$ cat src/rtl/conv1_out_streamer.sv
// -----------------------------------------------------------------------------
// conv1_out_streamer
//
// Drains the conv1 result buffer as a valid/ready word stream. One start pulse
// walks every word of the buffer in channel-outer, row, column-inner order.
// Each word goes out tagged with its (channel, row, column) indices, and the
// final word also carries out_last.
//
// Parameters:
//   COUT, H_OUT, W_OUT  output volume dimensions
//   DW                  signed result word width
//   AW                  result-buffer address width
//
// Ports:
//   clk, rst            single rising-edge clock, synchronous active-high reset
//   start               one-cycle drain request (ignored unless idle)
//   busy                high while a drain is in progress
//   done                one-cycle pulse the cycle after the final handshake
//   rd_en, rd_addr      result-buffer read strobe and word address
//   rd_data             buffer data, returned one cycle after rd_en
//   out_valid/ready     stream handshake
//   out_data, out_last  stream word and final-word marker
//   out_ch/row/col      indices of the word on out_data
//
// Optional feature: define CONV1_STREAM_RELU_EN to replace negative words with
// zero before they enter the output FIFO. Without it, words pass unchanged.
// -----------------------------------------------------------------------------
module conv1_out_streamer #(
  parameter int COUT  = 64,
  parameter int H_OUT = 56,
  parameter int W_OUT = 56,
  parameter int DW    = 32,
  parameter int AW    = 18
) (
  input  logic          clk,
  input  logic          rst,
  input  logic          start,
  output logic          busy,
  output logic          done,
  output logic          rd_en,
  output logic [AW-1:0] rd_addr,
  input  logic [DW-1:0] rd_data,
  output logic          out_valid,
  input  logic          out_ready,
  output logic [DW-1:0] out_data,
  output logic          out_last,
  output logic [6:0]    out_ch,
  output logic [5:0]    out_row,
  output logic [5:0]    out_col
);

  typedef enum logic [1:0] {IDLE, RUN, FLUSH, DONE} state_t;

  typedef struct packed {
    logic          last;
    logic [6:0]    ch;
    logic [5:0]    row;
    logic [5:0]    col;
    logic [DW-1:0] data;
  } entry_t;

  localparam logic [6:0] C_MAX = 7'(COUT - 1);
  localparam logic [5:0] H_MAX = 6'(H_OUT - 1);
  localparam logic [5:0] W_MAX = 6'(W_OUT - 1);

  state_t        state, state_next;

  logic [6:0]    c_cnt;
  logic [5:0]    h_cnt, w_cnt;
  logic [AW-1:0] addr_cnt;

  logic          pend;
  logic          pend_last;
  logic [6:0]    pend_ch;
  logic [5:0]    pend_row, pend_col;

  entry_t        fifo [2];
  logic          wr_ptr, rd_ptr;
  logic [1:0]    count;

  entry_t        head, push_entry;
  logic [DW-1:0] load_data;
  logic          fifo_valid, pop, credit_ok, issue, issue_last;

  assign head       = fifo[rd_ptr];
  assign fifo_valid = (count != 2'd0);
  assign pop        = fifo_valid & out_ready & ~rst;
  assign issue_last = (c_cnt == C_MAX) && (h_cnt == H_MAX) && (w_cnt == W_MAX);

  // A new read may go out when the FIFO can still hold it on arrival. The word
  // popped this cycle frees its slot in time, which is what allows a new read
  // every cycle while the consumer keeps out_ready high.
  assign credit_ok = (({1'b0, count} - {2'b0, pop} + {2'b0, pend}) < 3'd2);

  // The first read goes out in the start cycle itself so that the first word
  // is already in the FIFO two cycles after start.
  assign issue = ~rst & (((state == IDLE) & start) | ((state == RUN) & credit_ok));

`ifdef CONV1_STREAM_RELU_EN
  assign load_data = rd_data[DW-1] ? '0 : rd_data;
`else
  assign load_data = rd_data;
`endif

  assign push_entry = {pend_last, pend_ch, pend_row, pend_col, load_data};

  // State register
  always_ff @(posedge clk) begin
    if (rst) begin
      state <= IDLE;
    end else begin
      state <= state_next;
    end
  end

  // Next-state logic and outputs. Every output is forced low during reset so
  // the reset cycle itself shows a quiet interface.
  always_comb begin
    state_next = state;
    busy       = 1'b0;
    done       = 1'b0;
    rd_en      = issue;
    rd_addr    = '0;
    out_valid  = 1'b0;
    out_data   = '0;
    out_last   = 1'b0;
    out_ch     = '0;
    out_row    = '0;
    out_col    = '0;

    case (state)
      IDLE:    if (issue) state_next = issue_last ? FLUSH : RUN;
      RUN:     if (issue && issue_last) state_next = FLUSH;
      FLUSH:   if (pop && head.last) state_next = DONE;
      DONE:    state_next = IDLE;
      default: state_next = IDLE;
    endcase

    if (issue) rd_addr = addr_cnt;
    if (!rst) begin
      busy = (state == RUN) || (state == FLUSH);
      done = (state == DONE);
    end
    if (fifo_valid && !rst) begin
      out_valid = 1'b1;
      out_data  = head.data;
      out_last  = head.last;
      out_ch    = head.ch;
      out_row   = head.row;
      out_col   = head.col;
    end
  end

  // Address and index counters. They advance once per issued read and wrap
  // back to zero after the last word, so an idle streamer always starts at 0.
  always_ff @(posedge clk) begin
    if (rst) begin
      addr_cnt <= '0;
      c_cnt    <= '0;
      h_cnt    <= '0;
      w_cnt    <= '0;
    end else if (issue) begin
      addr_cnt <= issue_last ? '0 : addr_cnt + 1'b1;
      if (w_cnt == W_MAX) begin
        w_cnt <= '0;
        if (h_cnt == H_MAX) begin
          h_cnt <= '0;
          c_cnt <= (c_cnt == C_MAX) ? '0 : c_cnt + 1'b1;
        end else begin
          h_cnt <= h_cnt + 1'b1;
        end
      end else begin
        w_cnt <= w_cnt + 1'b1;
      end
    end
  end

  // In-flight read tracker: the indices travel alongside the read so they can
  // be paired with the data when it returns a cycle later. Reset drops the
  // pending read, so an aborted drain never writes into the FIFO.
  always_ff @(posedge clk) begin
    if (rst) begin
      pend      <= 1'b0;
      pend_last <= 1'b0;
      pend_ch   <= '0;
      pend_row  <= '0;
      pend_col  <= '0;
    end else begin
      pend      <= issue;
      pend_last <= issue_last;
      pend_ch   <= c_cnt;
      pend_row  <= h_cnt;
      pend_col  <= w_cnt;
    end
  end

  // Two-entry output FIFO. The credit check keeps returning reads from ever
  // finding it full, so every returned word is written without a full test.
  always_ff @(posedge clk) begin
    if (rst) begin
      fifo[0] <= '0;
      fifo[1] <= '0;
      wr_ptr  <= 1'b0;
      rd_ptr  <= 1'b0;
      count   <= 2'd0;
    end else begin
      if (pend) begin
        fifo[wr_ptr] <= push_entry;
        wr_ptr       <= ~wr_ptr;
      end
      if (pop) rd_ptr <= ~rd_ptr;
      count <= count + {1'b0, pend} - {1'b0, pop};
    end
  end

endmodule
$ cat config.mk
export PLATFORM = sky130hd
export DESIGN_NAME = conv1_out_streamer
export DESIGN_NICKNAME = d
export VERILOG_FILES = /design/src/rtl/conv1_out_streamer.sv
export SDC_FILE = /design/constraint.sdc
export NUM_CORES = 1
export LEC_CHECK = 0
export CELL_PAD_IN_SITES_DETAIL_PLACEMENT = 1
export CELL_PAD_IN_SITES_GLOBAL_PLACEMENT = 2
export CORE_MARGIN = 4
export CORE_UTILIZATION = 36
export DETAILED_ROUTE_END_ITERATION = 16
export MAX_ROUTING_LAYER = met4
export PLACE_DENSITY = 0.8
export SETUP_SLACK_MARGIN = 0.02
export SKIP_CTS_REPAIR_TIMING = 1
export SLEW_MARGIN = 25
export SYNTH_ARGS = -nofsm -noshare
export SYNTH_HDL_FRONTEND = slang
export SYNTH_SLANG_ARGS = --single-unit
$ cat constraint.sdc
create_clock -name clk -period 5.4 [get_ports clk]
set_input_delay 1.08 -clock clk [delete_from_list [all_inputs] [get_ports clk]]
set_output_delay 1.08 -clock clk [all_outputs]
set_load 0.03 [all_outputs]
---- Word-level counts from Yosys, hierarchy flattened ----
Memories as Yosys holds them, arrays and structs flattened. A register that Yosys moved wholly into a read port is not among the register bits.
Index checks and enable logic that the tools add are counted.
operators by class
  $lt $le $gt $ge ......................... 1
  mux-type cells .......................... 28
  eq/ne operators ......................... 9
  bitwise logic cells ..................... 9
  reduce and logical (&&, ||, !) cells .... 13
  add/subtract/negate cells ............... 8
operators with widths
  cell                     count
  $mux W52                 1
  $reduce_or A52 Y1        1
  $mux W18                 2
  $mux W32                 1
  $mux W6                  4
  $add A18 B1 Y18 const B  1
  $mux W7                  2
  $mux W1                  13
  $add A6 B1 Y6 const B    2
  $eq A6 B6 Y1 const B     2
  $mux W2                  4
  $pmux W2 S4              1
  $add A7 B1 Y7 const B    1
  $eq A7 B6 Y1 const B     1
  $reduce_and A3 Y1        2
  $and A1 B1 Y1            5
  $logic_and A1 B1 Y1      5
  $eq A2 B2 Y1 const B     2
  $ne A2 B2 Y1 const B     2
  $add A3 B1 Y3            1
  $lt A3 B2 Y1 const B     1
  $not A1 Y1               3
  $sub A2 B1 Y3            1
  $add A2 B1 Y2            1
  9 further kinds          9
word-level totals
  register bits after elaboration ......... 64
  memory bits (writable) .................. 104
  bits of input ports ..................... 36
  memories kept ........................... 1
  output and inout bits ................... 74
memory list
  memory  depth  bits a word  rd ports  clocked after memory_dff  wr ports  RTL line  text
  fifo    2      52           1         1                         2         77        entry_t fifo [2];

---- Longest topological paths before layout ----
  depth in word-level cells ............... 12
  gate-level depth with buffers ........... 15
  gate-level depth less buffers ........... 13

---- Worst setup path after synthesis ----
No wires, ideal clock.
  path kind ............................... input to output
  start point ............................. input rst
  end point ............................... output rd_addr[10]
  setup slack ............................. 0.447 ns
  arrival time ............................ 3.873 ns
  path buffers ............................ 2
  data required time ...................... 4.320 ns
  stages .................................. 13
  cell sequence ........................... buf_2 -> inv_2 -> o21ai_1 -> nor2_1 -> ha_1 -> inv_1 -> ha_1 -> fa_1 -> nor3b_2 -> a32oi_2 -> inv_1 -> clkbuf_1 -> and2_1
on the way
  longest elaborated chain between the ends .. 9
RTL lines
  item           RTL line  text
  from (decl)    36        input logic rst,
  $not A1 Y1     87        assign pop = fifo_valid & out_ready & ~rst;
  $and A1 B1 Y1  87
  via pop        83        logic fifo_valid, pop, credit_ok, issue, issue_last;
  $sub A2 B1 Y3  93        assign credit_ok = (({1'b0, count} - {2'b0, pop} + {2'b0, pend}) < 3'd2);
  $add A3 B1 Y3  93
  $lt A3 B2 Y1   93
  $and A1 B1 Y1  97        assign issue = ~rst & (((state == IDLE) & start) | ((state == RUN) & credit_ok));
  $or A1 B1 Y1   97
  $and A1 B1 Y1  97
  via rd_en      40        output logic rd_en,
  $mux W18       139       if (issue) rd_addr = addr_cnt;
  to (decl)      41        output logic [AW-1:0] rd_addr,
The timed path passes the listed nets, and every way through them passes these cells.

---- Final worst setup path ----
  start point ............................. input rst
  end point ............................... output rd_addr[9]
on the way
  longest elaborated chain between the ends .. 9
RTL lines
  item           RTL line
  $not A1 Y1     87
  $and A1 B1 Y1  87
  via pop        83
  $sub A2 B1 Y3  93
  $add A3 B1 Y3  93
  $lt A3 B2 Y1   93
  $and A1 B1 Y1  97
  $or A1 B1 Y1   97
  $and A1 B1 Y1  97
  $mux W18       139
The timed path passes the listed nets, and every way through them passes these cells.

==> out/summary.txt <==
Pin count of the biggest net entering global routing: 55
Setup CP Type: in2out
Synth Register Bits: 169
Critical path arrival: 3.84 ns
Max-cap violations: 0
Post-synth top cells: and2_1, edfxtp_1, nor2_1
H-tree Lvls: 4
First drt pass iteration count: 4
Post-route setup TNS: 0 ns
Placed cell areas: 0.00893 mm2
Worst clock skew: 0.00542 ns
Chip Width: 153 um
Initial detailed-routing violation count: 205
Min Tclk post-route: 4.92 ns
Pins Over Slew Limit: 0
Core Area: 0.0204 mm2
Reg area: 0.00443 mm2
Fillers: 2,194
Area Overhead vs Synth: 26.1%
Non-Filler Instances: 1,041
GP Congestion: 0.792
Final antenna-violating net count: 0
Synth area leaders: edfxtp_1, dfxtp_1, and2_1, mux2i_1, nor2_1
Initial Util: 0.370
Vias in the first global route: 5,566
Row Count: 52
Clk sink count: 169
Fmax: 0.203 GHz
First-pass GRT wire length: 28,100 um
Period utilisation layout: 0.912
Yosys top cell area share: 0.413
Residual DRC: 0
Layout cells sized above 1: 0.0830
Die Y: 153 um
Main flop type after synthesis: edfxtp_1
CTS tree: done
Switching share of power: 0.324
CP endpoint kind: output port
CTS root buf: clkbuf_16
# setup viols final: 0
Pint: 2.51 mW
# IOs: 110
CP required: 4.32 ns
Worst skew pair latency: 0.42 ns
Post-route cell area: 0.00954 mm2
Status: finished clean
Library cells used by synthesis: 49
Area leader, netlist: edfxtp_1
Sw Pwr: 1.20 mW
Mapped Avg Cell Area: 11.5 um2
Hpwl dp: 11,100 um
Seq/Total Area, Yosys: 0.585
Via density: 4.90
Nets@finish: 806
Most numerous cell in the Yosys netlist: and2_1
Initial antenna violation count: 0
Comb pwr share: 0.237
Gr usage total: 0.153
Syn_nets: 705
Reg clk slew, reported paths: 0.07 ns
PortBufs: 109
Post-synth EDFFs: 104
Area of the multi-input gates: 0.00294 mm2
Unrepaired setup endpoints after global routing: false
Synth warn: 0
Power Total: 3.72 mW
Clock buffer depth: 2
Crit start category: input port
Mapped Cells: 657
VDD IR-drop max: 0.246 mV
Total congestion overflow: 0
Async S/R FF share, synth: 0
WL per Instance: 16.4 um
Full die area: 0.0234 mm2
Antenna cell count: 0
Vias: 5,098
Min-Delay Path Class: reg2reg
TritonCTS buffer count: 17
Seq pwr share: 0.447
Detailed Route WL: 17,100 um
Clk pwr share: 0.315
P per Cell Area: 390 mW/mm2
Final Hold Fails: 0
Worst Path Max Fanout: 30
Leak: 3.67 nW
Max_slew headroom: 0.363
Worst slew pin tran: 0.956 ns
Cell Area, Synth: 0.00757 mm2
Placed insts: 1,009
## power groups by stage
stage	clock network, mW	registers [mW]	logic, mW
after global placement	0	1.68	0.875
final	1.17	1.66	0.882
after detailed placement	0	1.69	0.895
after floorplan	0	1.63	0.615
after CTS	1.20	1.67	0.901
after global routing	1.26	1.68	0.966
## path summary, 6_finish.rpt
| kind | endpoint | depth (start not counted) | slack (ns) | startpoint |
|---|---|---|---|---|
| worst max-delay path | rd_addr[9] | 14 | 0.48 | rst |
| worst min-delay path | pend_ch[6] | 1 | 0.49 | c_cnt[6] |
| worst max register to register | h_cnt[5] | 12 | 2.23 | count[1] |
| worst min register to register | pend_ch[6] | 1 | 0.49 | c_cnt[6] |
## flip-flops by register name (all words and copies together), names as in the netlist, named ones only
signal     cells
addr_cnt      18
pend_row       6
c_cnt          7
h_cnt          6
state          2
w_cnt          6
pend_last      1
rd_ptr         1
pend_col       6
wr_ptr         1
pend           1
count          2
fifo         104
pend_ch        7
## metrics by stage
step / worst slack (ns) / hold WS [ns] / util
final: 0.477 / 0.491 / 0.467
after global routing: 0.235 / 0.507 / 0.467
after CTS: 0.0768 / 0.490 / 0.465
after detailed placement: 0.0947 / 0.479 / 0.437
after global placement: 0.169 / 0.476 / 0.437
after floorplan: 0.447 / 0.453 / -
## critical path: stages
cell             delay (ns)
clkdlybuf4s50_1        0.44
inv_2                  0.09
o21ai_4                0.06
nor2_1                 0.17
ha_1                   0.26
inv_1                  0.06
ha_1                   0.16
fa_1                   0.46
nor3b_2                0.26
a32oi_2                0.09
inv_1                  0.11
buf_12                 0.17
and2_1                 0.14
dlymetal6s2s_1         0.29
## cell families (layout without fill, tap and decap cells)
| logic type | Yosys count | count (layout) | share of synthesized area |
|---|---|---|---|
| XOR/XNOR | 29 | 29 | 0.0346 |
| buffers and inverters | 52 | 166 | 0.0286 |
| AND/OR/NAND/NOR | 313 | 313 | 0.232 |
| AO/OA/AOI/OAI | 25 | 25 | 0.0240 |
| flip-flops | 169 | 169 | 0.585 |
| multiplexers | 57 | 57 | 0.0757 |
| adder cells (fa/ha/maj) | 12 | 12 | 0.0208 |
## layer usage
metal / routed length, um / global-route usage / vias up
li1: - / - / 2442
met1: 7770 / 0.184 / 2534
met2: 8400 / 0.259 / 105
met3: 676 / 0.0339 / 17
met4: 224 / 0.0462 / 0
met5: 0 / - / -
## final cells by class
class,count,share of cell area
Inverter,15,0.00590
Clock inverter,15,0.0151
Multi-Input combinational cell,436,0.308
Sequential cell,169,0.464
Clock buffer,17,0.0446
Tap cell,270,0.0354
Timing Repair Buffer,119,0.126
## cells in the final DEF (no fill, tap or decap), drive strengths merged, types with 4 or more instances in the layout
cell type	netlist	routed
inv	15	25
dfxtp	65	65
xor2	16	16
clkbuf	27	17
nor2b	23	23
nand4	14	14
and2	124	124
ha	11	11
clkinv	0	5
a21oi	7	7
edfxtp	104	104
nor2	88	88
mux2i	55	55
and3	4	4
dlymetal6s2s	0	15
o21ai	4	4
nor3	12	12
clkdlybuf4s50	0	90
nand3	10	10
nand2	16	16
xnor2	13	13
nor4	5	5
buf	10	14
Power figures use the tool's default switching activity.
